==> config.mk <==
export PLATFORM = sky130hd
export DESIGN_NAME = ddr_fill_writer
export DESIGN_NICKNAME = d
export VERILOG_FILES = /design/src/rtl/ddr_fill_writer.sv
export SDC_FILE = /design/constraint.sdc
export NUM_CORES = 1
export LEC_CHECK = 0
export BUFFER_PORTS_ARGS = -buffer_cell sky130_fd_sc_hd__buf_2
export CORE_MARGIN = 1.5
export CORE_UTILIZATION = 30
export DETAILED_ROUTE_END_ITERATION = 12
export SETUP_SLACK_MARGIN = 0.1
export SLEW_MARGIN = 20
export SYNTH_ARGS = -nofsm -noshare
export SYNTH_HDL_FRONTEND = slang
export SYNTH_SLANG_ARGS = --single-unit
export TNS_END_PERCENT = 50
==> constraint.sdc <==
create_clock -name clk -period 5.38 [get_ports clk]
set_input_delay 0.269 -clock clk [delete_from_list [all_inputs] [get_ports clk]]
set_output_delay 0.269 -clock clk [all_outputs]
set_load 0.02 [all_outputs]
==> src/rtl/ddr_fill_writer.sv <==
// ddr_fill_writer: drains tagged fill/waveform/checksum words from a FWFT FIFO into DDR bursts,
// then hands the fill header plus the total burst count to the header FIFO.
module ddr_fill_writer #(
   parameter int DATA_W    = 128,
   parameter int TAG_W     = 4,
   parameter int ADDR_W    = 23,
   parameter int BURST_W   = 24,
   parameter int START_LSB = 53,
   parameter int AHEAD_MAX = 16
) (
   input  logic                      clk,
   input  logic                      reset,
   input  logic                      acq_enabled,
   input  logic                      acq_done,
   input  logic                      resync,
   input  logic [DATA_W+TAG_W-1:0]   fifo_dat,
   input  logic                      fifo_empty,
   output logic                      fifo_rd_en,
   output logic                      app_wdf_wren,
   output logic                      app_wdf_end,
   input  logic                      app_wdf_rdy,
   output logic                      app_en,
   input  logic                      app_rdy,
   output logic [ADDR_W+2:0]         app_addr,
   input  logic [ADDR_W-1:0]         fixed_start_addr,
   input  logic                      en_fixed_start,
   input  logic [ADDR_W-1:0]         ring_base,
   input  logic [ADDR_W-1:0]         ring_limit,
   output logic [DATA_W+BURST_W-1:0] hdr_dat,
   output logic                      hdr_wr_en,
   input  logic                      hdr_full,
   output logic                      sync_err,
   output logic                      wr_done,
   output logic [7:0]                err_count
);
   typedef enum logic [10:0] {
      IDLE       = 11'd1,
      TST_TAG    = 11'd2,
      SYNC_ERR   = 11'd4,
      INIT_FILL  = 11'd8,
      INIT_WFM   = 11'd16,
      INIT_CKSM  = 11'd32,
      WRITE      = 11'd64,
      WRITE_CKSM = 11'd128,
      WAIT_HDR   = 11'd256,
      WRITE_HDR  = 11'd512,
      DONE       = 11'd1024
   } state_t;

   localparam logic [TAG_W-1:0] TAG_FILL = TAG_W'(1);
   localparam logic [TAG_W-1:0] TAG_WFM = TAG_W'(2);
   localparam logic [TAG_W-1:0] TAG_CKSM = TAG_W'(4);
   localparam logic [7:0] AHEAD_LIM = 8'(AHEAD_MAX);

   state_t state_q, state_d;
   logic [ADDR_W-1:0] addr_q, addr_d;
   logic [BURST_W-1:0] addr_cnt_q, addr_cnt_d, burst_cnt_q, burst_cnt_d, total_q, total_d, wfm_cnt;
   logic [7:0] ahead_q, ahead_d, err_q, err_d;
   logic skip_q, skip_d;
   logic [DATA_W+BURST_W-1:0] hdr_q, hdr_d;
   logic [1:0] done_s_q;
   logic sync_err_q, wr_done_q, hdr_wr_en_q;
   logic [TAG_W-1:0] tag;
   logic in_wr, cnt_zero, data_acc, addr_acc;

   assign tag = fifo_dat[DATA_W+TAG_W-1:DATA_W];
   assign cnt_zero = burst_cnt_q == '0 && addr_cnt_q == '0;
   assign wfm_cnt = {1'b0, fifo_dat[BURST_W-2:0]} + 1'b1;
   assign app_addr = {addr_q, 3'b000};
   assign hdr_dat = hdr_q;
   assign hdr_wr_en = hdr_wr_en_q;
   assign sync_err = sync_err_q;
   assign wr_done = wr_done_q;
   assign err_count = err_q;

   always_ff @(posedge clk) begin
      if (reset) begin
         state_q <= IDLE;
         sync_err_q <= 1'b0;
         wr_done_q <= 1'b0;
         hdr_wr_en_q <= 1'b0;
         done_s_q <= 2'b00;
      end else begin
         state_q <= state_d;
         sync_err_q <= state_d == SYNC_ERR;
         wr_done_q <= state_d == DONE;
         hdr_wr_en_q <= state_d == WRITE_HDR;
         done_s_q <= {done_s_q[0], acq_done};
      end
   end

   always_comb begin
      state_d = state_q;
      case (state_q)
         IDLE:       state_d = fifo_empty ? IDLE : TST_TAG;
         TST_TAG:    state_d = tag == TAG_FILL ? INIT_FILL : tag == TAG_WFM ? INIT_WFM :
                               tag == TAG_CKSM ? INIT_CKSM : SYNC_ERR;
         SYNC_ERR:   state_d = resync ? IDLE : SYNC_ERR;
         INIT_FILL:  state_d = WRITE;
         INIT_WFM:   state_d = WRITE;
         INIT_CKSM:  state_d = WRITE_CKSM;
         WRITE:      state_d = cnt_zero ? IDLE : WRITE;
         WRITE_CKSM: state_d = cnt_zero ? WAIT_HDR : WRITE_CKSM;
         WAIT_HDR:   state_d = hdr_full ? WAIT_HDR : WRITE_HDR;
         WRITE_HDR:  state_d = DONE;
         DONE:       state_d = done_s_q[1] ? IDLE : DONE;
         default:    state_d = IDLE;
      endcase
      if (!acq_enabled)
         state_d = IDLE;
   end

   // ahead counts data beats not yet addressed, so an address can never overtake its data
   always_comb begin
      in_wr = state_q == WRITE || state_q == WRITE_CKSM;
      app_wdf_wren = in_wr && !fifo_empty && burst_cnt_q != '0 && ahead_q < AHEAD_LIM;
      app_wdf_end = app_wdf_wren;
      fifo_rd_en = app_wdf_wren && app_wdf_rdy;
      app_en = in_wr && addr_cnt_q != '0 && ahead_q != '0;
      data_acc = fifo_rd_en;
      addr_acc = app_en && app_rdy;
   end

   always_comb begin
      addr_d = addr_q;
      addr_cnt_d = addr_cnt_q;
      burst_cnt_d = burst_cnt_q;
      total_d = total_q;
      ahead_d = ahead_q;
      skip_d = skip_q;
      hdr_d = hdr_q;
      err_d = err_q;
      if (state_q == TST_TAG && tag == TAG_FILL)
         hdr_d[DATA_W-1:0] = fifo_dat[DATA_W-1:0];
      if (state_q == INIT_FILL) begin
         addr_d = en_fixed_start ? fixed_start_addr : fifo_dat[START_LSB+ADDR_W-1:START_LSB];
         total_d = BURST_W'(1);
         skip_d = 1'b1;
      end
      if (state_q == INIT_FILL || state_q == INIT_CKSM) begin
         addr_cnt_d = BURST_W'(1);
         burst_cnt_d = BURST_W'(1);
      end
      if (state_q == INIT_WFM) begin
         addr_cnt_d = wfm_cnt;
         burst_cnt_d = wfm_cnt;
      end
      if (state_q == INIT_FILL || state_q == INIT_WFM || state_q == INIT_CKSM)
         ahead_d = '0;
      // the fill burst is pre-counted in total, so its own address accept adds nothing
      if (addr_acc) begin
         addr_d = addr_q == ring_limit ? ring_base : addr_q + 1'b1;
         addr_cnt_d = addr_cnt_q - 1'b1;
         total_d = (skip_q || &total_q) ? total_q : total_q + 1'b1;
         skip_d = 1'b0;
      end
      if (data_acc)
         burst_cnt_d = burst_cnt_q - 1'b1;
      if (data_acc && !addr_acc)
         ahead_d = ahead_q + 8'd1;
      else if (addr_acc && !data_acc)
         ahead_d = ahead_q - 8'd1;
      if (state_d == WAIT_HDR && state_q != WAIT_HDR)
         hdr_d[DATA_W+BURST_W-1:DATA_W] = total_q;
      if (state_d == SYNC_ERR && state_q != SYNC_ERR && err_q != 8'hFF)
         err_d = err_q + 8'd1;
   end

   always_ff @(posedge clk) begin
      if (reset) begin
         addr_q <= '0;
         addr_cnt_q <= '0;
         burst_cnt_q <= '0;
         total_q <= '0;
         ahead_q <= '0;
         skip_q <= 1'b0;
         hdr_q <= '0;
         err_q <= '0;
      end else begin
         addr_q <= addr_d;
         addr_cnt_q <= addr_cnt_d;
         burst_cnt_q <= burst_cnt_d;
         total_q <= total_d;
         ahead_q <= ahead_d;
         skip_q <= skip_d;
         hdr_q <= hdr_d;
         err_q <= err_d;
      end
   end
endmodule

# After elaboration in Yosys (flattened, before gate mapping)
# Index checks and enable logic that the tools add are counted.
[totals] memories=0 latch_bits=0 ff_bits=280 in_bits=211 mem_bits_ro=0 ramBits=0 output_inout_bits=193
[op_classes] mux=25 n_div=0 eq_ne=23 n_lt_le_gt_ge=1 n_addsub=8 n_bitwise=0 multipliers=0 n_shift=0 reduce_logical=35
[ops] operator="2-to-1 mux 24 bit" n=7
[ops] operator="one-hot mux 11 bit (10 select lines)" n=1
[ops] operator="2-to-1 mux 23 bit" n=4
[ops] operator="logical NOT 24 bit" n=2
[ops] operator="nonzero test 24 bit" n=2
[ops] operator="subtractor 24 x 1 -> 24 bit (second input constant)" n=2
[ops] operator="adder 23 x 1 -> 24 bit (second input constant)" n=1
[ops] operator="adder 24 x 1 -> 24 bit (second input constant)" n=1
[ops] operator="2-to-1 mux 8 bit" n=3
[ops] operator="AND reduction 24 bit" n=1
[ops] operator="adder 23 x 1 -> 23 bit (second input constant)" n=1
[ops] operator="== test 23 bit" n=1
[ops] operator="== test 11 x 10 -> 1 bit (second input constant)" n=2
[ops] operator="== test 11 bit (second input constant)" n=2
[ops] operator="== test 11 x 3 -> 1 bit (second input constant)" n=2
[ops] operator="== test 11 x 9 -> 1 bit (second input constant)" n=2
[ops] operator="2-to-1 mux 11 bit" n=2
[ops] operator="2-to-1 mux 6 bit" n=3
[ops] operator="adder 8 x 1 -> 8 bit (second input constant)" n=2
[ops] operator="logical AND 1 bit" n=14
[ops] operator="== test 11 x 1 -> 1 bit (second input constant)" n=1
[ops] operator="== test 11 x 2 -> 1 bit (second input constant)" n=1
[ops] operator="== test 11 x 4 -> 1 bit (second input constant)" n=1
[ops] operator="== test 11 x 5 -> 1 bit (second input constant)" n=1
[ops] operator="other kinds (24)" n=33

# Longest topological paths before layout
[logic_depth] ltp_word=10 depth_mapped=10 depth_no_buf=8

# Least setup slack after synthesis
# No wires, ideal clock.
[synth_timing] path_kind="reg-to-reg" startpoint="reg state_q[6]" endpoint="reg ahead_q[3]" setup_ns=0.121 t_arrival_ns=2.220 n_path_buf=4 path_stages_with_launch=10 synth_period_minus_slack_ns=2.341 path_slack_ns=3.039 cell_sequence="dfxtp_1 -> buf_2 -> or4_1 -> or4b_1 -> and2_1 -> clkbuf_1 -> buf_2 -> buf_2 -> a31oi_1 -> a21oi_1"
[synth_between] elab_chain_cells=10 word_cells_on_any_way=22
[synth_lines] item="from (decl)" line="55" source="state_t state_q, state_d;"
[synth_lines] item="from (signal assigned)" line="84" source="state_q <= state_d;"
[synth_lines] item="== test 11 x 7 -> 1 bit / == test 11 x 8 -> 1 bit (equally long branches)" line="115" source="in_wr = state_q == WRITE || state_q == WRITE_CKSM;"
[synth_lines] item="logical OR 1 bit" line="115"
[synth_lines] item="logical AND 1 bit (3 in series)" line="116" source="app_wdf_wren = in_wr && !fifo_empty && burst_cnt_q != '0 && ahead_q < AHEAD_LIM;"
[synth_lines] item="logical AND 1 bit" line="118" source="fifo_rd_en = app_wdf_wren && app_wdf_rdy;"
[synth_lines] item="logical NOT 1 bit" line="161" source="else if (addr_acc && !data_acc)"
[synth_lines] item="logical AND 1 bit" line="161"
[synth_lines] item="2-to-1 mux 8 bit" line="161"
[synth_lines] item="2-to-1 mux 8 bit" line="159" source="if (data_acc && !addr_acc)"
[synth_lines] item="to (signal assigned)" line="184" source="ahead_q <= ahead_d;"
[synth_lines] item="to (decl)" line="58" source="logic [7:0] ahead_q, ahead_d, err_q, err_d;"
# Parallel ways exist; a longest one is shown, timed or not.
# A chain may end at the register's enable or synchronous reset.

# Worst setup path after layout
[layout_timing] startpoint="reg addr_cnt_q[5]" endpoint="reg addr_q[0]"
[layout_between] elab_chain_cells=5 word_cells_on_any_way=6
[layout_lines] item="from (decl)" line="57" source="logic [BURST_W-1:0] addr_cnt_q, addr_cnt_d, burst_cnt_q, burst_cnt_d, total_q, total_d, wfm_cnt;"
[layout_lines] item="from (signal assigned)" line="181" source="addr_cnt_q <= addr_cnt_d;"
[layout_lines] item="nonzero test 24 bit (*)" line="119" source="app_en = in_wr && addr_cnt_q != '0 && ahead_q != '0;"
[layout_lines] item="logical AND 1 bit (*) (2 in series)" line="119"
[layout_lines] item="logical AND 1 bit (*)" line="121" source="addr_acc = app_en && app_rdy;"
[layout_lines] item="2-to-1 mux 23 bit / nonzero test 2 bit (equally long branches)"
[layout_lines] item="to (signal assigned)" line="180" source="addr_q <= addr_d;"
[layout_lines] item="to (decl)" line="56" source="logic [ADDR_W-1:0] addr_q, addr_d;"
# Mark *: on every way between the ends. The rest lies on a longest branch, timed or not.

==> results.py <==
metrics = {
    "job": {
        "drv_cap": 0,
    },
    "yosys": {
        "ys_types": 80,
        "avgSynthCellArea_um2": 7.796,
        "yosysWarnings": 0,
        "synth_seq_cells": 280,
        "seq_area_frac_synth": 0.4083,
        "netlist_instances": 1761,
        "synthesis.area_um2": 13730,
        "async_flop_share": 0,
        "synth_ff_type": "dfxtp_1",
        "synth_edf_count": 0,
        "yosysTopAreaCellShare": 0.4083,
        "synth_top_area_cell": "dfxtp_1",
        "synth.area.top_cells": "dfxtp_1 (41%), nand2_1 (11%), a21oi_1 (7.6%)",
    },
    "cells_and_area": {
        "drive_gt1_frac": 0.2305,
        "final_area_um2": 18650,
        "syn2layout_area_growth_pct": 35.84,
        "fillers": 4558,
        "fin_cells": 2857,
        "finalCoreUtilization": 0.4119,
        "nets": 2448,
    },
    "critical_path": {
        "crit_buf_inv": 0,
        "crit_path_cell_trace": "or4_1, nor2_1, a311oi_4, nor2_1, a22oi_1, a21oi_1",
        "rrSetupSlack_ns": 2.06,
        "crit_required_ns": 5.85,
        "arrival_ns": 3.79,
        "crit_start": "addr_cnt_q[5]",
        "cp_top_family": "simple AND/OR/NAND/NOR gates",
        "criticalPathCategory": "reg2reg",
        "cp-end-kind": "flop",
        "slowest_delay_ns": 0.88,
        "r2r_end": "addr_q[0]",
        "cp-start-kind": "flop",
        "cpMostUsedCell": "nor2_1",
        "r2r_cells": 6,
        "rr_startpoint": "addr_cnt_q[5]",
        "cp_slowest_cell": "nor2_1",
        "path_max_fanout": 14,
    },
    "min_path": {
        "hold_path.class": "in2reg",
        "min_path_cells": 3,
        "hp-start": "ring_base[4]",
        "hold_end": "addr_q[4]",
    },
    "sta": {
        "finClkSkew_ns": 0.02835,
        "fin_setup_tns_ns": 0,
        "rsz0062_at_grt": "no",
        "fmax_ghz": 0.3010,
        "maxSlewViolCount": 0,
        "final.setup.worst_slack_ns": 2.058,
        "setup-violations-final": 0,
        "final.min_clock_period_ns": 3.322,
        "finalCritPeriodShare": 0.6175,
        "hold_viol": 0,
        "whs_ns": 0.02928,
        "tightestPinTransition_ns": 1.088,
        "relSlewSlack": 0.2723,
    },
    "place": {
        "place_inst": 2654,
        "gp_congestion": 0.9056,
        "post_dp_cell_area_um2": 16080,
        "port_buffers": 400,
        "dp_hpwl_um": 34830,
        "place_worst_setup_slack_ns": 1.931,
    },
    "floorplan": {
        "coreArea_um2": 45280,
        "die_h_um": 216.9,
        "die_w_um": 216.9,
        "fp.dieArea_um2": 47060,
        "initial_utilization": 0.3032,
        "num_rows": 78,
        "num_io_pins": 404,
    },
    "global_route": {
        "grt_pass1_wl_um": 77410,
        "track_usage": 0.2044,
        "gr-total-overflow": 0,
        "grt_pass1_vias": 14140,
        "grt_max_degree": 107,
        "antenna_found_initial": 2,
    },
    "power": {
        "p_int_mw": 3.693,
        "leakage_nw": 7.481,
        "power.share.switching": 0.2349,
        "power_frac_comb": 0.062,
        "switchingPower_mw": 1.134,
        "power_density_nw_per_um2": 258.8,
        "power_mw": 4.828,
        "clockPowerShare": 0.507,
        "power_frac_seq": 0.431,
        "ir_drop_mv": 0.2290,
    },
    "cts": {
        "tritoncts": "done",
        "cts_sinks": 280,
        "cts-buffers-inserted": 34,
        "path_clk_slew_ns": 0.06,
        "post_cts_buffers": 0,
        "cts_resized": 0,
        "cts.path.max_buffers": 3,
        "postCtsHoldBufs": 136,
        "insertion_delay_ns": 0.56,
        "cts-htree-levels": 2,
        "clockRootBuffer": "clkbuf_16",
    },
    "drt": {
        "firstDrtPassIters": 6,
        "dr_total_vias": 14880,
        "vias_per_cell": 5.210,
        "drt-initial-drc-count": 1292,
        "ant_nets": 0,
        "route.detailed.drc": 0,
        "routed_wl_um": 49710,
        "wl_per_cell_um": 17.40,
    },
    "outcome": {
        "status": "completed",
    },
}
synthesized netlist by cell type, drive strengths merged (31+ instances only):
cell and count:
a21oi 210, a31oi 54, buf 37, clkbuf 82, dfxtp 280, mux2i 31
nand2 398, nand3 78, nand4 38, nor2 109, nor3 33, o21ai 38
or3 33, xnor2 33, xor2 43
worst register-to-register path, cell delays in order, from the launching register on:
cell and delay, ns:
dfxtp_1 0.36, or4_1 0.68, nor2_1 0.67, a311oi_4 0.27, nor2_1 0.88, a22oi_1 0.23
a21oi_1 0.16
cells by family (layout without fill, tap and decap cells):
family,Yosys count,in the layout,synth area share
xor gates and xnor gates,76,76,0.04848
buffers and inverters,145,634,0.04602
other,1,8,0.0002731
muxes,37,37,0.02752
and+or+nand+nor,832,832,0.2959
DFF,280,280,0.4083
AOI/OAI and AO/OA,380,380,0.1644
adders and majority gates,10,10,0.009113
worst max-delay path by stage:
stage,endpoint,slack [ns],cells past startpoint
after detailed placement,hdr_dat[129],1.93,6
after floorplan,ahead_q[3],3.04,9
final,addr_q[0],2.06,6
after CTS,hdr_dat[129],1.89,6
after global placement,hdr_dat[151],2.04,6
after global routing,addr_q[19],1.79,6
sequential cells by signal (all words and copies together) (netlist names):
name	cells
addr_cnt_q	24
addr_q	23
ahead_q	8
burst_cnt_q	24
done_s_q	2
err_count	8
hdr_dat	152
hdr_wr_en	1
skip_q	1
state_q	11
sync_err	1
total_q	24
wr_done	1
power by group through the flow:
stage	Combinational, mW	Sequential (mW)	Clock [mW]
2_1_floorplan	0.0940	2.12	0
3_3_place_gp	0.212	2.13	0
3_5_place_dp	0.215	2.13	0
4_1_cts	0.294	2.08	2.52
5_1_grt	0.323	2.08	2.59
6_report	0.300	2.08	2.45
routing by layer:
| metal | share of wire | track usage | vias up | routed length [um] |
|---|---|---|---|---|
| met2 | 0.46 | 0.3263 | 596 | 23060 |
| met4 | 0.030 | 0.07639 | 2 | 1479 |
| met5 | 0.00024 | 0 | - | 12 |
| met1 | 0.43 | 0.2690 | 7060 | 21390 |
| met3 | 0.076 | 0.04556 | 88 | 3762 |
| li1 | - | - | 7138 | - |
final cells by class:
cell class                      instances  area [um2]  area share
Multi-Input combinational cell       1338        7522      0.4033
Sequential cell                       280        5605      0.3006
Timing Repair Buffer                  548        3476      0.1864
Clock buffer                           46       955.9     0.05125
Tap cell                              600       750.7     0.04025
Clock inverter                         15       234.0     0.01255
Inverter                               25       93.84    0.005032
Antenna cell                            5       12.51   0.0006709
layout by cell type (no fill, tap or decap), drive strengths merged, types with 10 or more instances in the layout:
cell         count
and3            18
xor2            43
or3             33
nor4            29
o311ai          10
dlygate4sd3    136
xnor2           33
nor3            33
buf            412
inv             28
or2             14
ha              10
nand4           38
a31oi           54
nor2           109
a21oi          210
nand2          398
clkbuf          46
o211ai          21
or4             29
dfxtp          280
o21ai           38
nand3           78
mux2i           31
No activity file was read; power rests on OpenSTA's default activity.
